==> config.mk <==
export PLATFORM = sky130hd
export DESIGN_NAME = fp_scanner
export DESIGN_NICKNAME = d
export VERILOG_FILES = /design/src/rtl/fp_pkg.sv /design/src/rtl/fp_settle_timer.sv /design/src/rtl/fp_scanner.sv
export SDC_FILE = /design/constraint.sdc
export NUM_CORES = 1
export LEC_CHECK = 0
export ABC_CLOCK_PERIOD_IN_PS = 4000
export CAP_MARGIN = 25
export CORE_MARGIN = 2
export CORE_UTILIZATION = 35
export CTS_CLUSTER_DIAMETER = 120
export CTS_CLUSTER_SIZE = 8
export DETAILED_ROUTE_END_ITERATION = 10
export DONT_BUFFER_PORTS = 1
export GPL_ROUTABILITY_DRIVEN = 0
export MAX_ROUTING_LAYER = met4
export RECOVER_POWER = 50
export SKIP_CTS_REPAIR_TIMING = 1
export SLEW_MARGIN = 10
export SYNTH_ARGS = -nofsm -noshare
export SYNTH_HDL_FRONTEND = slang
export SYNTH_SLANG_ARGS = --single-unit
==> constraint.sdc <==
create_clock -name clk -period 4 [get_ports clk]
set_input_delay 0.6 -clock clk [delete_from_list [all_inputs] [get_ports clk]]
set_output_delay 0.6 -clock clk [all_outputs]
set_load 0.02 [all_outputs]
==> src/rtl/fp_pkg.sv <==
// -----------------------------------------------------------------------------
// fp_pkg -- shared definitions for the front panel scanner.
//   FP_NSLOTS         : number of front panel sources scanned per frame
//   FP_SETTLE_DEFAULT : default number of extra strobe-low cycles before sampling
//   fp_slot_e         : slot enumeration, also the scan order
//   fp_state_e        : scanner FSM states
//   fp_strobe_mask()  : active-low strobe vector with only the given slot low
// -----------------------------------------------------------------------------
package fp_pkg;

   localparam int FP_NSLOTS         = 7;
   localparam int FP_SETTLE_DEFAULT = 2;

   typedef enum logic [2:0] {
      FP_UA0   = 3'd0,
      FP_UC0   = 3'd1,
      FP_UC1   = 3'd2,
      FP_UC2   = 3'd3,
      FP_IRL   = 3'd4,
      FP_IRH   = 3'd5,
      FP_FLAGS = 3'd6
   } fp_slot_e;

   typedef enum logic [1:0] {
      ST_IDLE,
      ST_STROBE,
      ST_SETTLE,
      ST_GAP
   } fp_state_e;

   function automatic logic [FP_NSLOTS-1:0] fp_strobe_mask(input fp_slot_e slot);
      logic [FP_NSLOTS-1:0] one;
      one = 1;
      return ~(one << slot);
   endfunction

endpackage

==> src/rtl/fp_settle_timer.sv <==
// -----------------------------------------------------------------------------
// fp_settle_timer -- down-counter timing the settle phase of a strobe.
//   clk        : system clock
//   reset      : asynchronous active-high reset
//   load_i     : load load_val_i into the counter
//   count_i    : decrement the counter (stops at zero)
//   load_val_i : number of settle cycles to time
//   expire_o   : high during the last settle cycle (counter == 1)
// -----------------------------------------------------------------------------
module fp_settle_timer (
   input  logic       clk,
   input  logic       reset,
   input  logic       load_i,
   input  logic       count_i,
   input  logic [3:0] load_val_i,
   output logic       expire_o
);

   logic [3:0] cnt_q;

   // NOTE: sequential state uses non-blocking assignments only, so every
   // register samples the pre-edge values of its inputs.
   always_ff @(posedge clk or posedge reset) begin
      if (reset) begin
         cnt_q <= 4'd0;
      end else if (load_i) begin
         cnt_q <= load_val_i;
      end else if (count_i && (cnt_q != 4'd0)) begin
         cnt_q <= cnt_q - 4'd1;
      end
   end

   // Counter value 1 marks the final settle cycle; the scanner samples on the
   // edge that ends it.
   assign expire_o = (cnt_q == 4'd1);

endmodule

==> src/rtl/fp_scanner.sv <==
// -----------------------------------------------------------------------------
// fp_scanner -- scans seven front panel sources through active-low strobes,
// capturing each byte into a working bank and committing the whole frame
// atomically to a committed bank readable through rd_sel/rd_data.
//   clk, reset          : system clock, asynchronous active-high reset
//   enable              : continuous scan request
//   snap                : single-frame request (level, sampled in IDLE)
//   fpd                 : front panel data, valid while a strobe is low
//   nfpua0..nfpflags    : active-low per-source read strobes (registered)
//   rd_sel, rd_data     : committed-bank byte select / byte (8'h00 for sel 7)
//   busy                : frame in progress
//   frame_done          : one-cycle pulse after the commit edge
//   changed             : per-slot change mask of the last commit
// Build option: define FP_SCAN_CHANGE_EN to build the change-detect logic;
// otherwise changed is tied to 7'h00.
// -----------------------------------------------------------------------------
module fp_scanner
   import fp_pkg::*;
#(
   parameter int SETTLE_CYCLES = FP_SETTLE_DEFAULT
) (
   input  logic       clk,
   input  logic       reset,
   input  logic       enable,
   input  logic       snap,
   input  logic [7:0] fpd,
   output logic       nfpua0,
   output logic       nfpuc0,
   output logic       nfpuc1,
   output logic       nfpuc2,
   output logic       nfpirl,
   output logic       nfpirh,
   output logic       nfpflags,
   input  logic [2:0] rd_sel,
   output logic [7:0] rd_data,
   output logic       busy,
   output logic       frame_done,
   output logic [6:0] changed
);

   localparam bit NO_SETTLE = (SETTLE_CYCLES == 0);

   fp_state_e            state_q;
   fp_slot_e             slot_q;
   fp_slot_e             next_slot;
   logic [FP_NSLOTS-1:0] strobe_n_q;
   logic                 busy_q;
   logic                 frame_done_q;
   logic [7:0]           working_q   [FP_NSLOTS];
   logic [7:0]           committed_q [FP_NSLOTS];
   logic [7:0]           new_bank    [FP_NSLOTS];
   logic                 timer_expire;
   logic                 sample_now;
   logic                 commit;

   fp_settle_timer u_settle_timer (
      .clk        (clk),
      .reset      (reset),
      .load_i     (state_q == ST_STROBE),
      .count_i    (state_q == ST_SETTLE),
      .load_val_i (4'(SETTLE_CYCLES)),
      .expire_o   (timer_expire)
   );

   // Sampling edge ends the last strobe-low cycle: the STROBE cycle itself
   // when there is no settle phase, otherwise the final SETTLE cycle.
   assign sample_now = ((state_q == ST_STROBE) && NO_SETTLE) ||
                       ((state_q == ST_SETTLE) && timer_expire);
   assign commit     = sample_now && (slot_q == FP_FLAGS);
   assign next_slot  = fp_slot_e'(slot_q + 3'd1);

   always_ff @(posedge clk or posedge reset) begin
      if (reset) begin
         state_q      <= ST_IDLE;
         slot_q       <= FP_UA0;
         strobe_n_q   <= '1;
         busy_q       <= 1'b0;
         frame_done_q <= 1'b0;
      end else begin
         frame_done_q <= commit;
         case (state_q)
            ST_IDLE: begin
               if (enable || snap) begin
                  state_q    <= ST_STROBE;
                  slot_q     <= FP_UA0;
                  strobe_n_q <= fp_strobe_mask(FP_UA0);
                  busy_q     <= 1'b1;
               end
            end
            ST_STROBE: begin
               if (sample_now) begin
                  state_q    <= ST_GAP;
                  strobe_n_q <= '1;
               end else begin
                  state_q    <= ST_SETTLE;
               end
            end
            ST_SETTLE: begin
               if (sample_now) begin
                  state_q    <= ST_GAP;
                  strobe_n_q <= '1;
               end
            end
            ST_GAP: begin
               if (slot_q == FP_FLAGS) begin
                  slot_q <= FP_UA0;
                  // enable is only looked at here, so a frame always completes.
                  if (enable) begin
                     state_q    <= ST_STROBE;
                     strobe_n_q <= fp_strobe_mask(FP_UA0);
                  end else begin
                     state_q    <= ST_IDLE;
                     busy_q     <= 1'b0;
                  end
               end else begin
                  state_q    <= ST_STROBE;
                  slot_q     <= next_slot;
                  strobe_n_q <= fp_strobe_mask(next_slot);
               end
            end
            default: begin
               state_q    <= ST_IDLE;
               strobe_n_q <= '1;
               busy_q     <= 1'b0;
            end
         endcase
      end
   end

   // The committed image is the working bank with the slot-6 byte taken
   // straight from the bus, since it is captured on the commit edge itself.
   always_comb begin
      new_bank                = working_q;
      new_bank[FP_NSLOTS - 1] = fpd;
   end

   // NOTE: both banks are small register arrays that must read 8'h00 after
   // reset, so they are cleared explicitly rather than left uninitialised.
   always_ff @(posedge clk or posedge reset) begin
      if (reset) begin
         for (int i = 0; i < FP_NSLOTS; i++) begin
            working_q[i]   <= 8'h00;
            committed_q[i] <= 8'h00;
         end
      end else if (sample_now) begin
         working_q[slot_q] <= fpd;
         if (commit) begin
            committed_q <= new_bank;
         end
      end
   end

`ifdef FP_SCAN_CHANGE_EN
   logic [FP_NSLOTS-1:0] diff;
   logic [FP_NSLOTS-1:0] changed_q;

   always_comb begin
      diff = '0;
      for (int i = 0; i < FP_NSLOTS; i++) begin
         diff[i] = (new_bank[i] != committed_q[i]);
      end
   end

   always_ff @(posedge clk or posedge reset) begin
      if (reset) begin
         changed_q <= '0;
      end else if (commit) begin
         changed_q <= diff;
      end
   end

   assign changed = changed_q;
`else
   assign changed = 7'h00;
`endif

   always_comb begin
      rd_data = 8'h00;
      if (rd_sel < 3'(FP_NSLOTS)) begin
         rd_data = committed_q[rd_sel];
      end
   end

   assign nfpua0     = strobe_n_q[FP_UA0];
   assign nfpuc0     = strobe_n_q[FP_UC0];
   assign nfpuc1     = strobe_n_q[FP_UC1];
   assign nfpuc2     = strobe_n_q[FP_UC2];
   assign nfpirl     = strobe_n_q[FP_IRL];
   assign nfpirh     = strobe_n_q[FP_IRH];
   assign nfpflags   = strobe_n_q[FP_FLAGS];
   assign busy       = busy_q;
   assign frame_done = frame_done_q;

endmodule

Yosys cells after proc, flatten, opt, wreduce, memory -nomap -nowiden. Cells that the tools add are included.

Eq/ne operators: 11. Reductions and logical operators: 15. Magnitude comparators: 4. Bitwise gates (word level): 3. Muxes and demuxes: 27. Shift-type cells: 1. $add $sub $neg: 2.

Operators with widths (count): 56-bit bitwise mux (1); 8-bit 2-to-1 mux (4); 7-bit 2-to-1 mux (4); 8-bit binary-select mux with 3-bit select (1); 8-bit demux with 3-bit select (1); 7-bit one-hot mux with 3 select lines (1); 4-bit greater-or-equal comparator (second input constant) (2); 4-bit 2-to-1 mux (2); 2-bit != test (second input constant) (4); 3-bit inverter with 4-bit output (2); 2-bit one-hot mux with 4 select lines (1); 7-bit inverter (1); 1-bit by 3-bit << shifter with 7-bit output (first input constant) (1); 2-bit 2-to-1 mux (3); 3-bit 2-to-1 mux (2); 3-bit one-hot mux with 2 select lines (1); 2-bit AND reduction (3); 1-bit 2-to-1 mux (5); 2-bit == test (second input constant) (2); 4-bit by 1-bit == test with 1-bit output (second input constant) (1); 1-bit logical AND (4); 4-bit by 1-bit less-than comparator with 1-bit output (second input constant) (1); 4-bit AND reduction (1); 2-bit nonzero test (2); 13 further kinds (13).

Register bits: 130. Output and inout bits: 24. Logic and storage cells: 83. Input bits: 15.

Logic depth before layout (Yosys ltp).
Word-level depth: 6. Gate-level depth with buffers: 8. Mapped depth without buffers: 6.

Hierarchy. Synthesis repeated with hierarchy kept, for this count alone.

Cell total of the unflattened synthesis: 386. Area, all modules: 5595.4 µm².

By module, submodules not included: fp_scanner (cells each 356, times used 1, area an instance 5308.8 µm², sequential area each 2961.6 µm²); fp_settle_timer (cells each 30, times used 1, area an instance 286.5 µm², sequential area each 100.1 µm²).

Worst setup path after synthesis. Ideal clock, no wire load.

Kind: input to output. From: in rd_sel[0]. To: out rd_data[6]. Path buffers: 2. Cell stages on the path: 4. Slack: 1.563 ns. Data required time: 3.400 ns. Data arrival time: 1.837 ns. Cells stage by stage: buf_2 buf_2 mux4_2 mux2_2.

Cells in the longest elaborated chain, start to end: 5. Elaborated cells between the ends (all ways): 6. Classes of those cells: 1 x order compare; 4 x mux; 1 x bitwise.

Ends and longest elaborated chain: from (decl) (RTL line fp_scanner.sv:34) `input logic [2:0] rd_sel,`; 3-bit inverter with 4-bit output (implied by the code) (RTL line fp_scanner.sv:180) `rd_data = committed_q[rd_sel];`; 8-bit binary-select mux with 3-bit select (RTL line fp_scanner.sv:180); 8-bit 2-to-1 mux (implied by the code) (2 in series) (RTL line fp_scanner.sv:180); 8-bit 2-to-1 mux (*) (RTL line fp_scanner.sv:179) `if (rd_sel < 3'(FP_NSLOTS)) begin`; to (decl) (RTL line fp_scanner.sv:35) `output logic [7:0] rd_data,`.

Mark *: on every way between the ends. The rest lies on a longest branch, timed or not. The select of a mux whose other input is x is not followed.

==> impl_metrics.prom <==
# TYPE chip_impl_metric gauge
chip_impl_metric{name="antennaDiodeCount",unit=""} 0
chip_impl_metric{name="total_switching_power",unit="mW"} 1.04
chip_impl_metric{name="final_core_util",unit="%"} 40.6
chip_impl_metric{name="postLayoutSetupSlackWorst",unit="ps"} 1460
chip_impl_metric{name="irDropWorstVdd",unit="mV"} 0.299
chip_impl_metric{name="dpl.cell_count",unit=""} 577
chip_impl_metric{name="totalNegativeSetupSlack",unit="ps"} 0
chip_impl_info{name="yosys_most_used_dff",value="sky130_fd_sc_hd__dfrtp_1"} 1
chip_impl_metric{name="postLayoutCellArea",unit="um2"} 6200
chip_impl_metric{name="final_min_period_over_clock_period",unit="%"} 63.6
chip_impl_info{name="cpLargestDelayFamily",value="buffers and inverters"} 1
chip_impl_metric{name="first_global_vias",unit=""} 3003
chip_impl_info{name="tritoncts",value="built"} 1
chip_impl_info{name="crit_path_cell_trace",value="inv_1"} 1
chip_impl_metric{name="layout-area-overhead-vs-synth",unit="%"} 13.5
chip_impl_metric{name="layout.filler_cells",unit=""} 1382
chip_impl_metric{name="syn_inst",unit=""} 381
chip_impl_metric{name="post_synthesis_instance_area",unit="um2"} 5470
chip_impl_metric{name="cp_data_arrival_time",unit="ps"} 2480
chip_impl_metric{name="final-setup-viol-count",unit=""} 0
chip_impl_info{name="critPathSlowestCell",value="sky130_fd_sc_hd__inv_1"} 1
chip_impl_metric{name="intPower",unit="mW"} 2.76
chip_impl_metric{name="firstDrtPassIters",unit=""} 4
chip_impl_metric{name="route.final.wire_length",unit="um"} 10400
chip_impl_metric{name="dr_total_vias",unit=""} 3000
chip_impl_metric{name="placeableCoreArea",unit="um2"} 15300
chip_impl_metric{name="port_buffers",unit=""} 0
chip_impl_metric{name="rows",unit=""} 45
chip_impl_info{name="clk_root_buffer_cell",value="sky130_fd_sc_hd__clkbuf_16"} 1
chip_impl_info{name="final_common_cell",value="sky130_fd_sc_hd__mux2_2"} 1
chip_impl_metric{name="grt_start_max_net_pins",unit=""} 71
chip_impl_metric{name="power.share.switching",unit="%"} 27.4
chip_impl_info{name="min-delay-path-class",value="primary input to flip-flop"} 1
chip_impl_metric{name="critPathMaxStageDelay",unit="ps"} 1850
chip_impl_metric{name="clock_tree.htree_level_count",unit=""} 4
chip_impl_info{name="grt_setup_unrepaired",value="no"} 1
chip_impl_metric{name="global_route.usage.total",unit="%"} 13.8
chip_impl_metric{name="yosys_register_bits",unit=""} 122
chip_impl_info{name="critPathKind",value="primary input to async pin"} 1
chip_impl_metric{name="timing.critical_path.fanout_max",unit=""} 70
chip_impl_metric{name="final_non_filler_cells",unit=""} 609
chip_impl_metric{name="synth_seq_area_share",unit="%"} 56.0
chip_impl_info{name="hold_path.startpoint",value="fpd[0]"} 1
chip_impl_metric{name="powerDensity",unit="nW/um2"} 613
chip_impl_metric{name="cts.clk_slew.worst_paths",unit="ps"} 50
chip_impl_info{name="crit_end_element",value="async pin"} 1
chip_impl_metric{name="numCtsBuffers",unit=""} 17
chip_impl_metric{name="worstMarginPinSlew",unit="ps"} 2650
chip_impl_metric{name="clock_insertion_delay_worst_skew",unit="ps"} 410
chip_impl_metric{name="start_util",unit="%"} 35.8
chip_impl_metric{name="wl_per_cell",unit="um"} 17.0
chip_impl_metric{name="final_hold_viol_count",unit=""} 0
chip_impl_metric{name="yosys.cell_types.count",unit=""} 46
chip_impl_metric{name="die_height",unit="um"} 129
chip_impl_metric{name="critical_path.n_buffers_inverters",unit=""} 1
chip_impl_metric{name="drt_iter0_markers",unit=""} 243
chip_impl_metric{name="synth-edff-count",unit=""} 0
chip_impl_metric{name="die-area",unit="um2"} 16600
chip_impl_metric{name="power_frac_comb",unit="%"} 17.1
chip_impl_metric{name="max-cap-violations",unit=""} 1
chip_impl_metric{name="power.static_leakage",unit="nW"} 2.87
chip_impl_metric{name="p_seq_share",unit="%"} 43.2
chip_impl_metric{name="final_max_slew_viol_count",unit=""} 71
chip_impl_info{name="start_kind",value="primary input"} 1
chip_impl_metric{name="drt-vias-per-instance",unit=""} 4.93
chip_impl_metric{name="cts_num_sinks",unit=""} 122
chip_impl_metric{name="min_period",unit="ps"} 2540
chip_impl_metric{name="final_layout_size_suffix_gt1_share",unit="%"} 43.5
chip_impl_info{name="critPathLaunch",value="reset"} 1
chip_impl_metric{name="postSynth.asyncResetShare",unit="%"} 100
chip_impl_info{name="status",value="finished with violations"} 1
chip_impl_metric{name="achievable-frequency",unit="MHz"} 393
chip_impl_metric{name="global_route.overflow_total",unit=""} 0
chip_impl_metric{name="antenna_left",unit=""} 0
chip_impl_metric{name="avgSynthCellArea",unit="um2"} 14.3
chip_impl_metric{name="io_pins",unit=""} 39
chip_impl_metric{name="crit_required",unit="ps"} 3940
chip_impl_metric{name="floorplan.die.width",unit="um"} 129
chip_impl_metric{name="placedInstanceArea",unit="um2"} 5610
chip_impl_metric{name="grt_pass1_wl",unit="um"} 16400
chip_impl_metric{name="slew_headroom",unit="%"} -77.1
chip_impl_metric{name="antenna_found_initial",unit=""} 0
chip_impl_metric{name="dpl.hpwl",unit="um"} 6590
chip_impl_metric{name="synth_warnings",unit=""} 0
chip_impl_info{name="violations",value="capacitance limit, slew limit"} 1
chip_impl_metric{name="clock_power_share",unit="%"} 39.7
chip_impl_metric{name="finish.net_count",unit=""} 407
chip_impl_metric{name="post-place-ws",unit="ps"} 1530
chip_impl_metric{name="clk_path_buf_depth",unit=""} 2
chip_impl_info{name="top_library_cells_by_usage_in_the_layout_fill_and_taps_aside",value="sky130_fd_sc_hd__mux2_2, sky130_fd_sc_hd__dfrtp_1, sky130_fd_sc_hd__nand2_1, sky130_fd_sc_hd__clkbuf_16, sky130_fd_sc_hd__o21ai_0"} 1
chip_impl_metric{name="post-route-drc-count",unit=""} 0
chip_impl_metric{name="fin_skew",unit="ps"} 7.57
chip_impl_info{name="critical_path.reg2reg.startpoint",value="state_q[0]$_DFFE_PP0P_"} 1
==> worst reg2reg max path, delay by kind of cell, from the launching register on <==
kind                       cells  cell delay [ps]
adders and majority gates      1              290
buffers and inverters          2              720
DFF                            1              410
muxes                          1              440
and+or+nand+nor                3              480
==> cells by family (layout without fill, tap and decap cells) <==
kind of cell             count (synthesis)  in the layout  share of synthesized area, %
buffers and inverters                   32             43                          3.55
flip-flops                             122            122                          56.0
XOR/XNOR                                 3              3                         0.481
adder cells (fa/ha/maj)                  7              7                          1.60
multiplexers                           134            134                          29.1
AND/OR/NAND/NOR                         51             51                          5.61
AO/OA/AOI/OAI                           31             31                          3.62
other                                    1              7                        0.0686
==> metrics by stage <==
stage / power (mW) / hold WS [ps]
6_report: 3.80 / 329
5_1_grt: 3.99 / 307
4_1_cts: 3.84 / 276
3_5_place_dp: 2.32 / 483
3_3_place_gp: 2.28 / 467
2_1_floorplan: 2.20 / 458
==> registers in the layout, indices dropped and copies added, names as in the netlist <==
signal                cells
state_q                   2
strobe_n_q                7
committed_q              56
slot_q                    3
u_settle_timer.cnt_q      4
new_bank                 48
frame_done                1
busy                      1
==> layer usage <==
metal | global-route usage, % | share of wire (%)
met3 | 4.78 | 4.2
met2 | 20.7 | 49
met4 | 5.95 | 2.1
met5 | - | 0
met1 | 17.0 | 45
==> power by group through the flow <==
stage	Combinational [mW]	Clock (mW)	Sequential (mW)
5_1_grt	0.724	1.60	1.66
2_1_floorplan	0.601	0	1.60
3_3_place_gp	0.630	0	1.65
3_5_place_dp	0.654	0	1.67
6_report	0.650	1.51	1.64
4_1_cts	0.656	1.54	1.64
==> cell type report <==
type                       instances  area (um2)  area share [%]
multi-input combinational        233        2230            36.0
clock buffer                      22         474            7.65
sequential                       122        3060            49.4
tap                              211         264            4.26
timing repair buffer               3        22.5           0.363
clock inverter                    10         116            1.88
inverter                           8        30.0           0.484
==> Yosys cell counts (all sizes together) (2+ instances only) <==
library cell  instances  share of area [%]
nand2b                3               0.34
mux4                  8                3.3
mux2                118                 24
o21ai                13                1.2
dfrtp               115                 53
a21oi                 5               0.53
o22ai                 2               0.23
nor2                 14                1.2
or3b                  3               0.48
ha                    7                1.6
mux2i                 8                1.5
xor2                  2               0.32
inv                   8               0.55
clkbuf                2               0.14
nand2                19                1.5
nor3                  3               0.48
o31ai                 4               0.55
nand3b                2               0.34
dfstp                 7                3.4
buf                  22                2.9
a22o                  3               0.48
==> final timing paths <==
kind,to,slack (ps),cells past startpoint
setup / recovery,new_bank[19]$_DFFE_PP0P_,1460,1
hold / removal,committed_q[0]$_DFFE_PP0P_,330,1
setup reg to reg,committed_q[5]$_DFFE_PP0P_,1540,7
hold reg to reg,committed_q[1]$_DFFE_PP0P_,490,1
max in group clk,committed_q[5]$_DFFE_PP0P_,1540,7
min in group asynchronous,state_q[1]$_DFFE_PP0P_,1030,1
No activity file was read; power rests on OpenSTA's default activity.
